$ cat src/rtl/traffic_pkg.sv
// Shared state encodings, lamp patterns and default phase durations (in 0.1 s slots)
// for the two-way intersection sequencer.
package traffic_pkg;

  typedef enum logic [2:0] {
    S_NS_G = 3'd0,
    S_NS_Y = 3'd1,
    S_AR1  = 3'd2,
    S_EW_G = 3'd3,
    S_EW_Y = 3'd4,
    S_AR2  = 3'd5,
    S_WALK = 3'd6
  } state_t;

  // Lamp patterns are {R,Y,G}.
  localparam logic [2:0] LAMP_R = 3'b100;
  localparam logic [2:0] LAMP_Y = 3'b010;
  localparam logic [2:0] LAMP_G = 3'b001;

  localparam int T_GREEN_DEF     = 70;
  localparam int T_YELLOW_DEF    = 30;
  localparam int T_ALLRED_DEF    = 10;
  localparam int T_MIN_GREEN_DEF = 20;
  localparam int T_WALK_DEF      = 50;

  // Index of the final slot of a phase; a zero duration behaves as one slot.
  function automatic logic [6:0] last_slot(logic [6:0] dur);
    return (dur == 7'd0) ? 7'd0 : dur - 7'd1;
  endfunction

endpackage

$ cat src/rtl/traffic_seq_if.sv
// Board-side signal bundle of the traffic sequencer: run/pedestrian inputs,
// lamp drives and display status.
interface traffic_seq_if;
  logic       enable;
  logic       ped_req;
  logic [2:0] ns_light;
  logic [2:0] ew_light;
  logic       walk;
  logic [2:0] phase;
  logic [6:0] slot_left;

  modport master (
    output enable, ped_req,
    input  ns_light, ew_light, walk, phase, slot_left
  );

  modport slave (
    input  enable, ped_req,
    output ns_light, ew_light, walk, phase, slot_left
  );
endinterface

$ cat src/rtl/slot_timer.sv
// Phase timer: prescaler producing one tick per 0.1 s slot plus a 7-bit slot counter
// that reports the tick on which the last slot of the current duration ends.
module slot_timer
  import traffic_pkg::*;
#(
  parameter int SLOT_CYCLES = 12_500_000
) (
  input  logic       CLK,
  input  logic       RST,
  input  logic       clr,
  input  logic       run,
  input  logic [6:0] duration,
  output logic       tick,
  output logic       done,
  output logic [6:0] slot_cnt
);

  localparam int             PRE_W    = (SLOT_CYCLES > 1) ? $clog2(SLOT_CYCLES) : 1;
  localparam logic [PRE_W-1:0] PRE_LAST = PRE_W'(SLOT_CYCLES - 1);

  logic [PRE_W-1:0] pre_q, pre_d;
  logic [6:0]       cnt_q, cnt_d;

  assign tick     = run && (pre_q == PRE_LAST);
  assign done     = tick && (cnt_q == last_slot(duration));
  assign slot_cnt = cnt_q;

  always_comb begin
    // NOTE: defaults first so every path assigns every output and no latch is inferred.
    pre_d = pre_q;
    cnt_d = cnt_q;
    if (clr) begin
      pre_d = '0;
      cnt_d = '0;
    end else if (tick) begin
      pre_d = '0;
      cnt_d = done ? 7'd0 : cnt_q + 7'd1;
    end else if (run) begin
      pre_d = pre_q + PRE_W'(1);
    end
  end

  // NOTE: clocked state uses non-blocking assignments so all registers update together.
  always_ff @(posedge CLK) begin
    if (RST) begin
      pre_q <= '0;
      cnt_q <= '0;
    end else begin
      pre_q <= pre_d;
      cnt_q <= cnt_d;
    end
  end

endmodule

$ cat src/rtl/traffic_seq.sv
// NS/EW intersection phase sequencer: FSM, registered lamp decode and display status.
// Define PED_XING_EN to add the pedestrian request latch and the inserted walk phase.
module traffic_seq
  import traffic_pkg::*;
#(
  parameter int CLK_FREQ    = 125_000_000,
  parameter int T_GREEN     = T_GREEN_DEF,
  parameter int T_YELLOW    = T_YELLOW_DEF,
  parameter int T_ALLRED    = T_ALLRED_DEF,
  parameter int T_MIN_GREEN = T_MIN_GREEN_DEF,
  parameter int T_WALK      = T_WALK_DEF
) (
  input logic          CLK,
  input logic          RST,
  traffic_seq_if.slave bus
);

  localparam logic [6:0] MIN_G_LAST = last_slot(7'(T_MIN_GREEN));

  state_t     state_q, state_d;
  state_t     walk_ret_q, walk_ret_d;
  logic [6:0] dur;
  logic [6:0] slot_cnt;
  logic       tick, done, green_cut, ped_pend_q;
  logic [2:0] ns_q, ns_d, ew_q, ew_d;

  always_comb begin
    unique case (state_q)
      S_NS_G, S_EW_G: dur = 7'(T_GREEN);
      S_NS_Y, S_EW_Y: dur = 7'(T_YELLOW);
      S_WALK:         dur = 7'(T_WALK);
      default:        dur = 7'(T_ALLRED);
    endcase
  end

  slot_timer #(.SLOT_CYCLES(CLK_FREQ / 10)) u_slot_timer (
    .CLK      (CLK),
    .RST      (RST),
    .clr      (state_d != state_q),
    .run      (bus.enable),
    .duration (dur),
    .tick     (tick),
    .done     (done),
    .slot_cnt (slot_cnt)
  );

  // A pending pedestrian request cuts green short once the minimum green has elapsed.
  assign green_cut = tick && ped_pend_q && (slot_cnt >= MIN_G_LAST) &&
                     (state_q == S_NS_G || state_q == S_EW_G);

  always_comb begin
    state_d    = state_q;
    walk_ret_d = walk_ret_q;
    if (done || green_cut) begin
      unique case (state_q)
        S_NS_G: state_d = S_NS_Y;
        S_NS_Y: state_d = S_AR1;
        S_AR1: begin
          state_d = ped_pend_q ? S_WALK : S_EW_G;
          if (ped_pend_q) walk_ret_d = S_EW_G;
        end
        S_EW_G: state_d = S_EW_Y;
        S_EW_Y: state_d = S_AR2;
        S_AR2: begin
          state_d = ped_pend_q ? S_WALK : S_NS_G;
          if (ped_pend_q) walk_ret_d = S_NS_G;
        end
        S_WALK:  state_d = walk_ret_q;
        default: state_d = S_AR2;
      endcase
    end
  end

  // Lamps follow the state being entered, so they change on the same edge as phase.
  always_comb begin
    ns_d = LAMP_R;
    ew_d = LAMP_R;
    if (bus.enable) begin
      unique case (state_d)
        S_NS_G:  ns_d = LAMP_G;
        S_NS_Y:  ns_d = LAMP_Y;
        S_EW_G:  ew_d = LAMP_G;
        S_EW_Y:  ew_d = LAMP_Y;
        default: ;
      endcase
    end
  end

  always_ff @(posedge CLK) begin
    if (RST) begin
      state_q    <= S_AR2;
      walk_ret_q <= S_NS_G;
      ns_q       <= LAMP_R;
      ew_q       <= LAMP_R;
    end else begin
      state_q    <= state_d;
      walk_ret_q <= walk_ret_d;
      ns_q       <= ns_d;
      ew_q       <= ew_d;
    end
  end

`ifdef PED_XING_EN
  logic ped_pend_d, walk_q, walk_d;

  // A new press wins over the clear, so presses during the walk carry to the next cycle.
  always_comb begin
    ped_pend_d = ped_pend_q;
    if (bus.enable && bus.ped_req)
      ped_pend_d = 1'b1;
    else if (state_d == S_WALK && state_q != S_WALK)
      ped_pend_d = 1'b0;
    walk_d = bus.enable && (state_d == S_WALK);
  end

  always_ff @(posedge CLK) begin
    if (RST) begin
      ped_pend_q <= 1'b0;
      walk_q     <= 1'b0;
    end else begin
      ped_pend_q <= ped_pend_d;
      walk_q     <= walk_d;
    end
  end

  assign bus.walk = walk_q;
`else
  logic unused_ped_req;
  assign unused_ped_req = bus.ped_req;
  assign ped_pend_q     = 1'b0;
  assign bus.walk       = 1'b0;
`endif

  assign bus.ns_light  = ns_q;
  assign bus.ew_light  = ew_q;
  assign bus.phase     = state_q;
  assign bus.slot_left = last_slot(dur) - slot_cnt;

endmodule
$ cat src/flat_wrapper.sv
// flat-port wrapper written by rule: the top's interface ports become plain ports
module traffic_seq_flat import traffic_pkg::*;
#(
  parameter int CLK_FREQ    = 125_000_000,
  parameter int T_GREEN     = T_GREEN_DEF,
  parameter int T_YELLOW    = T_YELLOW_DEF,
  parameter int T_ALLRED    = T_ALLRED_DEF,
  parameter int T_MIN_GREEN = T_MIN_GREEN_DEF,
  parameter int T_WALK      = T_WALK_DEF
)
  (CLK, RST, bus_enable, bus_ped_req, bus_ns_light, bus_ew_light, bus_walk, bus_phase, bus_slot_left);
  traffic_seq_if bus_i ();
  input logic CLK;
  input logic RST;
  input wire logic [$bits(bus_i.enable)-1:0] bus_enable;
  input wire logic [$bits(bus_i.ped_req)-1:0] bus_ped_req;
  output wire logic [$bits(bus_i.ns_light)-1:0] bus_ns_light;
  output wire logic [$bits(bus_i.ew_light)-1:0] bus_ew_light;
  output wire logic [$bits(bus_i.walk)-1:0] bus_walk;
  output wire logic [$bits(bus_i.phase)-1:0] bus_phase;
  output wire logic [$bits(bus_i.slot_left)-1:0] bus_slot_left;
  assign bus_i.enable = bus_enable;
  assign bus_i.ped_req = bus_ped_req;
  assign bus_ns_light = bus_i.ns_light;
  assign bus_ew_light = bus_i.ew_light;
  assign bus_walk = bus_i.walk;
  assign bus_phase = bus_i.phase;
  assign bus_slot_left = bus_i.slot_left;
  traffic_seq #(.CLK_FREQ(CLK_FREQ), .T_GREEN(T_GREEN), .T_YELLOW(T_YELLOW), .T_ALLRED(T_ALLRED), .T_MIN_GREEN(T_MIN_GREEN), .T_WALK(T_WALK)) u_core (.CLK(CLK), .RST(RST), .bus(bus_i));
endmodule
$ cat config.mk
export PLATFORM = sky130hd
export DESIGN_NAME = traffic_seq_flat
export DESIGN_NICKNAME = d
export VERILOG_FILES = /design/src/rtl/traffic_pkg.sv /design/src/rtl/traffic_seq_if.sv /design/src/rtl/slot_timer.sv /design/src/rtl/traffic_seq.sv /design/src/flat_wrapper.sv
export SDC_FILE = /design/constraint.sdc
export NUM_CORES = 1
export LEC_CHECK = 0
export BUFFER_PORTS_ARGS = -buffer_cell sky130_fd_sc_hd__clkbuf_2
export CORE_MARGIN = 10
export CORE_UTILIZATION = 62
export DETAILED_ROUTE_END_ITERATION = 12
export GPL_ROUTABILITY_DRIVEN = 0
export GPL_TIMING_DRIVEN = 0
export PLACE_DENSITY = 0.9
export SLEW_MARGIN = 40
export SYNTH_ARGS = -nofsm -noshare
export SYNTH_HDL_FRONTEND = slang
export SYNTH_SLANG_ARGS = --single-unit
$ cat constraint.sdc
create_clock -name CLK -period 9 [get_ports CLK]
set_input_delay 0.45 -clock CLK [delete_from_list [all_inputs] [get_ports CLK]]
set_output_delay 0.45 -clock CLK [all_outputs]
set_load 0.02 [all_outputs]
==> results.ini, run 1 <==
[status]
run_status=finished, final reports clean

[power_and_ir_drop]
power.density_mw_per_mm2=119
ir_drop_mv=0.0996
power_leakage_nw=0.881
total_power_mw=0.281

[route]
antenna_left=0
drtIter0Drc=93
wirelength_um=4220
drcViolationCount=0
via_per_inst=5.50
firstDrtPassIters=4
vias=1772
post_drt_wl_per_cell_um=13.1

[sta]
hold_violations=0
fmax_ghz=0.308
final-setup-viol-count=0
min_period_ns=3.25
drv_slew=0
rsz0062_at_grt=false
finClkSkew_ns=0.0107
setup-tns-final_ns=0
whs_ns=0.396
period_share=0.361
setup_ws_ns=5.75

[floorplan]
start_util=0.645
dieArea_mm2=0.00623
ios=21
die_w_um=78.9
die_h_um=78.9
num_rows=21
core_mm2=0.00334

[global_route]
grt_overflow=0
grt_max_degree=12
grt_first_pass_wirelength_um=7070
antenna_found_initial=0
first_global_vias=1675
grtUsageTotal=0.137

[setup_path]
path_cells=buf_6 > clkbuf_1 > mux2i_1 > ha_1 > ha_1 > o21ai_0 > nand2b_1 > a21oi_1 > xnor2_1 > clkbuf_2
max_stage_delay_ns=0.36
crit_required_ns=8.55
cp_common_cell=ha_1
critical_path_class=flop to output pin
critPathArrivalTime_ns=2.80
slowest_stage=dfxtp_1
cp-end-kind=output pin
critPathBufInv=3
critical_path.top_delay_family=buffers and inverters
crit_path_start_kind=flop
crit_fanout=10

[cts]
clk_latency_ns=0.35
clockBufferDepth=2
cts_setup_buffers=0
clk_transition_reported_paths_ns=0.11
cts_made_buffers=5
cts_root_buf=clkbuf_4
cts_sinks=40
holdBufCountCts=0
cts_tree=done
h-tree-depth=2
cts-resized-gates=0

[worst_hold_path]
hp-class=primary input to flop

[flow_run]
maxCapViolCount=0

[logic_synthesis]
synth_compound_area_frac=0.0843
synth_mux_area_frac=0.0145
synth-adder-area-share=0.0558
async_flop_share=0
avgSynthCellArea_um2=8.61
syn_inst=250
synth-main-ff-cell=dfxtp_1
synthesis.nets=263
synthDistinctLibCells=48
synth-xor-area-share=0.138
synth_top_family_by_area=simple AND/OR/NAND/NOR gates
synth_edf_count=0
synthSimpleGateAreaFrac=0.274
yosysWarnings=0
ys_seq_area_frac=0.372
syn_area_mm2=0.00215
synth-seq-cells=40

[finish]
diodes=0
mostFrequentLayoutCells=40 x dfxtp_1, 38 x nor2_1, 21 x xnor2_1, 18 x clkbuf_2
drive_gt1_frac=0.167
final_common_cell=dfxtp_1
area_delta_synth_final_pct=9.83
fin_nets=288

[place]
dp_slack_ns=5.83
hpwlAfterDp_um=3160
io_buffers=18

==> worst reg2reg max path: stages, from the launching register on <==
cell and delay (ns):
dfxtp_1 0.36, buf_6 0.13, clkbuf_1 0.36, mux2_2 0.39
ha_1 0.36, nand3_1 0.08, or4_1 0.54, a211oi_4 0.36
buf_6 0.19, o21ai_2 0.05, a211o_1 0.28
==> flip-flops by register name, summed over array words and instances (netlist names) <==
name	flops
u_core.bus.ns_light	3
u_core.u_slot_timer.pre_q	24
u_core.bus.ew_light	3
u_core.u_slot_timer.slot_cnt	7
u_core.bus.phase	3
==> final timing paths <==
check / from / end / slack, ns / depth (start not counted)
max: u_core.bus.phase[0] / bus_slot_left[5] / 5.75 / 10
min reg2reg: u_core.u_slot_timer.pre_q[23] / u_core.u_slot_timer.pre_q[23] / 0.53 / 2
min: RST / u_core.bus.phase[2] / 0.40 / 2
max reg2reg: u_core.bus.phase[0] / u_core.bus.phase[2] / 5.79 / 10
==> power by group <==
| part | switching (mW) | internal (mW) | leakage [nW] |
|---|---|---|---|
| Clock | 0.0552 | 0.0386 | 0.0326 |
| Combinational | 0.00515 | 0.00308 | 0.526 |
| Sequential | 0.000888 | 0.178 | 0.323 |
==> cells by family after synthesis <==
group,after synthesis
compound gates,27
xor+xnor,34
fa+ha+maj,9
buf+inv,23
flops,40
mux,3
other cells,1
simple gates,113
==> stage by stage <==
step                       util  cells  area (um^2)
after floorplan               -    250         2150
after global placement    0.689    314         2300
after detailed placement  0.689    314         2300
after CTS                 0.707    322         2360
after global routing      0.708    322         2360
final                     0.708    322         2360
==> per-layer routing <==
metal	routed length, um	global-route usage	up-vias
met4	76	0.0663	0
met1	1810	0.147	826
met5	0	0	-
met2	2070	0.234	38
li1	-	-	900
met3	259	0.0507	8
==> area by class of cell <==
cell class | instances | area [um^2]
Buffer | 13 | 88.8
Clock buffer | 8 | 58.8
Fill cell | 275 | 973
Inverter | 10 | 37.5
Multi-Input combinational cell | 187 | 1230
Sequential cell | 40 | 801
Tap cell | 46 | 57.6
Timing Repair Buffer | 18 | 90.1
==> cell usage after synthesis (2+ instances only) <==
cell type / instances / area [um^2]
or4b_1: 2 / 20.0
ha_1: 8 / 100
o21ai_0: 6 / 30.0
nor2b_1: 6 / 37.5
nor3_1: 6 / 30.0
and3_2: 4 / 30.0
inv_1: 10 / 37.5
nand3_1: 12 / 60.1
buf_4: 3 / 22.5
clkbuf_1: 2 / 7.51
o21ai_1: 2 / 10.0
nand4_1: 7 / 43.8
or3_1: 2 / 12.5
nand2_1: 13 / 48.8
buf_6: 3 / 33.8
dfxtp_1: 40 / 801
or4_1: 3 / 22.5
a21oi_1: 7 / 35.0
nand2b_1: 2 / 12.5
xor2_1: 13 / 114
o21a_1: 3 / 22.5
and3_1: 2 / 12.5
xnor2_1: 21 / 184
mux2i_1: 2 / 20.0
buf_2: 5 / 25.0
and3b_1: 2 / 17.5
nor2_1: 38 / 143
nor4_1: 5 / 31.3
and4_1: 2 / 17.5
Note: power is estimated with default switching activity, not from simulation.
==> run 2, diff against run 1 <==
--- a/config.mk
+++ b/config.mk
@@ -5,13 +5,14 @@
 export SDC_FILE = /design/constraint.sdc
 export NUM_CORES = 1
 export LEC_CHECK = 0
+export ABC_AREA = 1
 export BUFFER_PORTS_ARGS = -buffer_cell sky130_fd_sc_hd__clkbuf_2
 export CORE_MARGIN = 10
-export CORE_UTILIZATION = 62
+export CORE_UTILIZATION = 59
 export DETAILED_ROUTE_END_ITERATION = 12
 export GPL_ROUTABILITY_DRIVEN = 0
 export GPL_TIMING_DRIVEN = 0
-export PLACE_DENSITY = 0.9
+export PLACE_DENSITY = 0.86
 export SLEW_MARGIN = 40
 export SYNTH_ARGS = -nofsm -noshare
 export SYNTH_HDL_FRONTEND = slang
==> constraint.sdc (replaced) <==
create_clock -name CLK -period 3.3 [get_ports CLK]
set_input_delay 0.165 -clock CLK [delete_from_list [all_inputs] [get_ports CLK]]
set_output_delay 0.165 -clock CLK [all_outputs]
set_load 0.02 [all_outputs]
==> results.ini, run 2 <==
[sta]
relSlewSlack=0.666
rsz0062_at_grt=false
drv_slew=0
fmax_ghz=0.402
setup-tns-final_ns=0
worst_pin_slew_ns=0.497
finClkSkew_ns=0.00784
hold_violations=0
whs_ns=0.102
min_period_ns=2.49
final-setup-viol-count=0
setup_ws_ns=0.811
period_share=0.754

[global_route]
grt_util_met1=0.167
grt_max_degree=15
use_met2=0.264
grt_first_pass_wirelength_um=8180
grt_overflow=0
antenna_found_initial=0
gr-usage-met3=0.0389
grt_busiest_layer=met2
first_global_vias=1970
grtUsageTotal=0.149

[logic_synthesis]
synth-adder-area-share=0.0522
synth_edf_count=0
synth_top_area_frac=0.348
ys_seq_area_frac=0.348
syn_inst=332
synth_top_area_cell=dfxtp_1
synth_mux_area_frac=0
synth_most_common_cell=nand2_1
synth_common_cells=86 x nand2_1, 43 x nor2_1, 41 x inv_1, 40 x dfxtp_1, 19 x nand3_1
synth-main-ff-cell=dfxtp_1
synthesis.nets=345
yosysWarnings=0
async_flop_share=0
syn_area_mm2=0.00230
synth_compound_area_frac=0.0593
avgSynthCellArea_um2=6.93
synth_top_family_by_area=simple AND/OR/NAND/NOR gates
synth_top_cells_by_area=dfxtp_1 35%, nand2_1 14%, nor2_1 7.0%
synth-xor-area-share=0.0647
synth-seq-cells=40
synthDistinctLibCells=32
synthSimpleGateAreaFrac=0.389

[cts]
clk_transition_reported_paths_ns=0.08
h-tree-depth=2
cts_sinks=40
clockBufferDepth=2
clk_latency_ns=0.30
cts_root_buf=clkbuf_8
holdBufCountCts=0
cts-resized-gates=0
cts_setup_buffers=0
cts_tree=done
cts_made_buffers=5

[finish]
final_common_cell=nand2_1
regMostFlops=u_core.u_slot_timer.pre_q
fin_util=0.691
area_delta_synth_final_pct=11.5
final_cells=406
drive_gt1_frac=0.159
largest_register_ffs=24
stdcell_area_mm2=0.00257
mostFrequentLayoutCells=86 x nand2_1, 43 x nor2_1, 41 x inv_1, 40 x dfxtp_1, 19 x nand3_1
diodes=0
fin_nets=370

[setup_path]
critPathArrivalTime_ns=2.32
rr_endpoint=u_core.bus.ew_light[2]
cp-end-kind=output pin
ff2ff_setup_slack_ns=0.89
crit_path_start_kind=flop
critical_path_class=flop to output pin
crit-reg2reg-launch=u_core.bus.phase[0]
rr_worst_depth=14
crit_required_ns=3.13
crit_fanout=7

[flow_run]
maxCapViolCount=0

[place]
dp.cells=398
hpwlAfterDp_um=3620
placed_area_mm2=0.00245
io_buffers=18
dp_slack_ns=0.956

[route]
antenna_left=0
drtIter0Drc=89
firstDrtPassIters=4
post_drt_wl_per_cell_um=11.5
vias=2077
via_per_inst=5.12
wirelength_um=4670
drcViolationCount=0

[floorplan]
dieArea_mm2=0.00680
die_w_um=82.5
start_util=0.619
ios=21
core_mm2=0.00372
num_rows=22
die_h_um=82.5

[power_and_ir_drop]
power.density_mw_per_mm2=356
ir_drop_mv=0.282
power_leakage_nw=1.09
total_power_mw=0.914

[worst_hold_path]
hold_end=u_core.bus.phase[1]
hold_depth=2
min_from=RST
hp-class=primary input to flop

[status]
run_status=finished, final reports clean

## run 2: cell type report
cell class              instances  area [um^2]
repair buffers                 18         90.1
multi-input cells             242         1300
flip-flops and latches         40          801
fillers                       305         1150
plain buffers                   3         20.0
inverters                      47          176
clock inverters                 3         46.3
well taps                      48         60.1
clock buffers                   5         68.8
## run 2: critical path, cell delays in order (launching register included)
cell and delay, ns:
dfxtp_1 0.38, inv_1 0.12, nand2_1 0.09, nor2_1 0.19, nor2_1 0.08, ha_1 0.37, nand2_1 0.07, o21ai_0 0.25
nand2_1 0.08, nand2_1 0.08, xor2_1 0.14, clkbuf_2 0.18
## run 2: report_power, final
part | total (mW) | internal, mW | switching [mW]
logic | 0.0217 | 0.00616 | 0.0155
clock network | 0.406 | 0.228 | 0.178
registers | 0.486 | 0.484 | 0.00187
total | 0.914 | 0.718 | 0.196
## run 2: metal layers
| metal | routed length [um] | vias up |
|---|---|---|
| li1 | - | 1094 |
| met1 | 2120 | 921 |
| met2 | 2150 | 54 |
| met3 | 316 | 8 |
| met4 | 80 | 0 |
| met5 | 0 | - |
## run 2: how the worst max path moves through the flow
stage / endpoint / cells after the start / start / slack (ns)
2_1_floorplan: u_core.bus.ew_light[2] / 14 / u_core.bus.phase[0] / 1.07
4_1_cts: bus_slot_left[6] / 11 / u_core.bus.phase[0] / 0.80
3_5_place_dp: u_core.bus.ew_light[2] / 14 / u_core.bus.phase[0] / 0.96
6_report: bus_slot_left[6] / 11 / u_core.bus.phase[0] / 0.81
5_1_grt: bus_slot_left[6] / 11 / u_core.bus.phase[0] / 0.57
3_3_place_gp: u_core.bus.ew_light[2] / 14 / u_core.bus.phase[0] / 0.99
## run 2: cell families after synthesis
| group | Yosys count |
|---|---|
| simple gates | 190 |
| buf+inv | 50 |
| flops | 40 |
| compound gates | 25 |
| xor+xnor | 17 |
| fa+ha+maj | 9 |
| other cells | 1 |
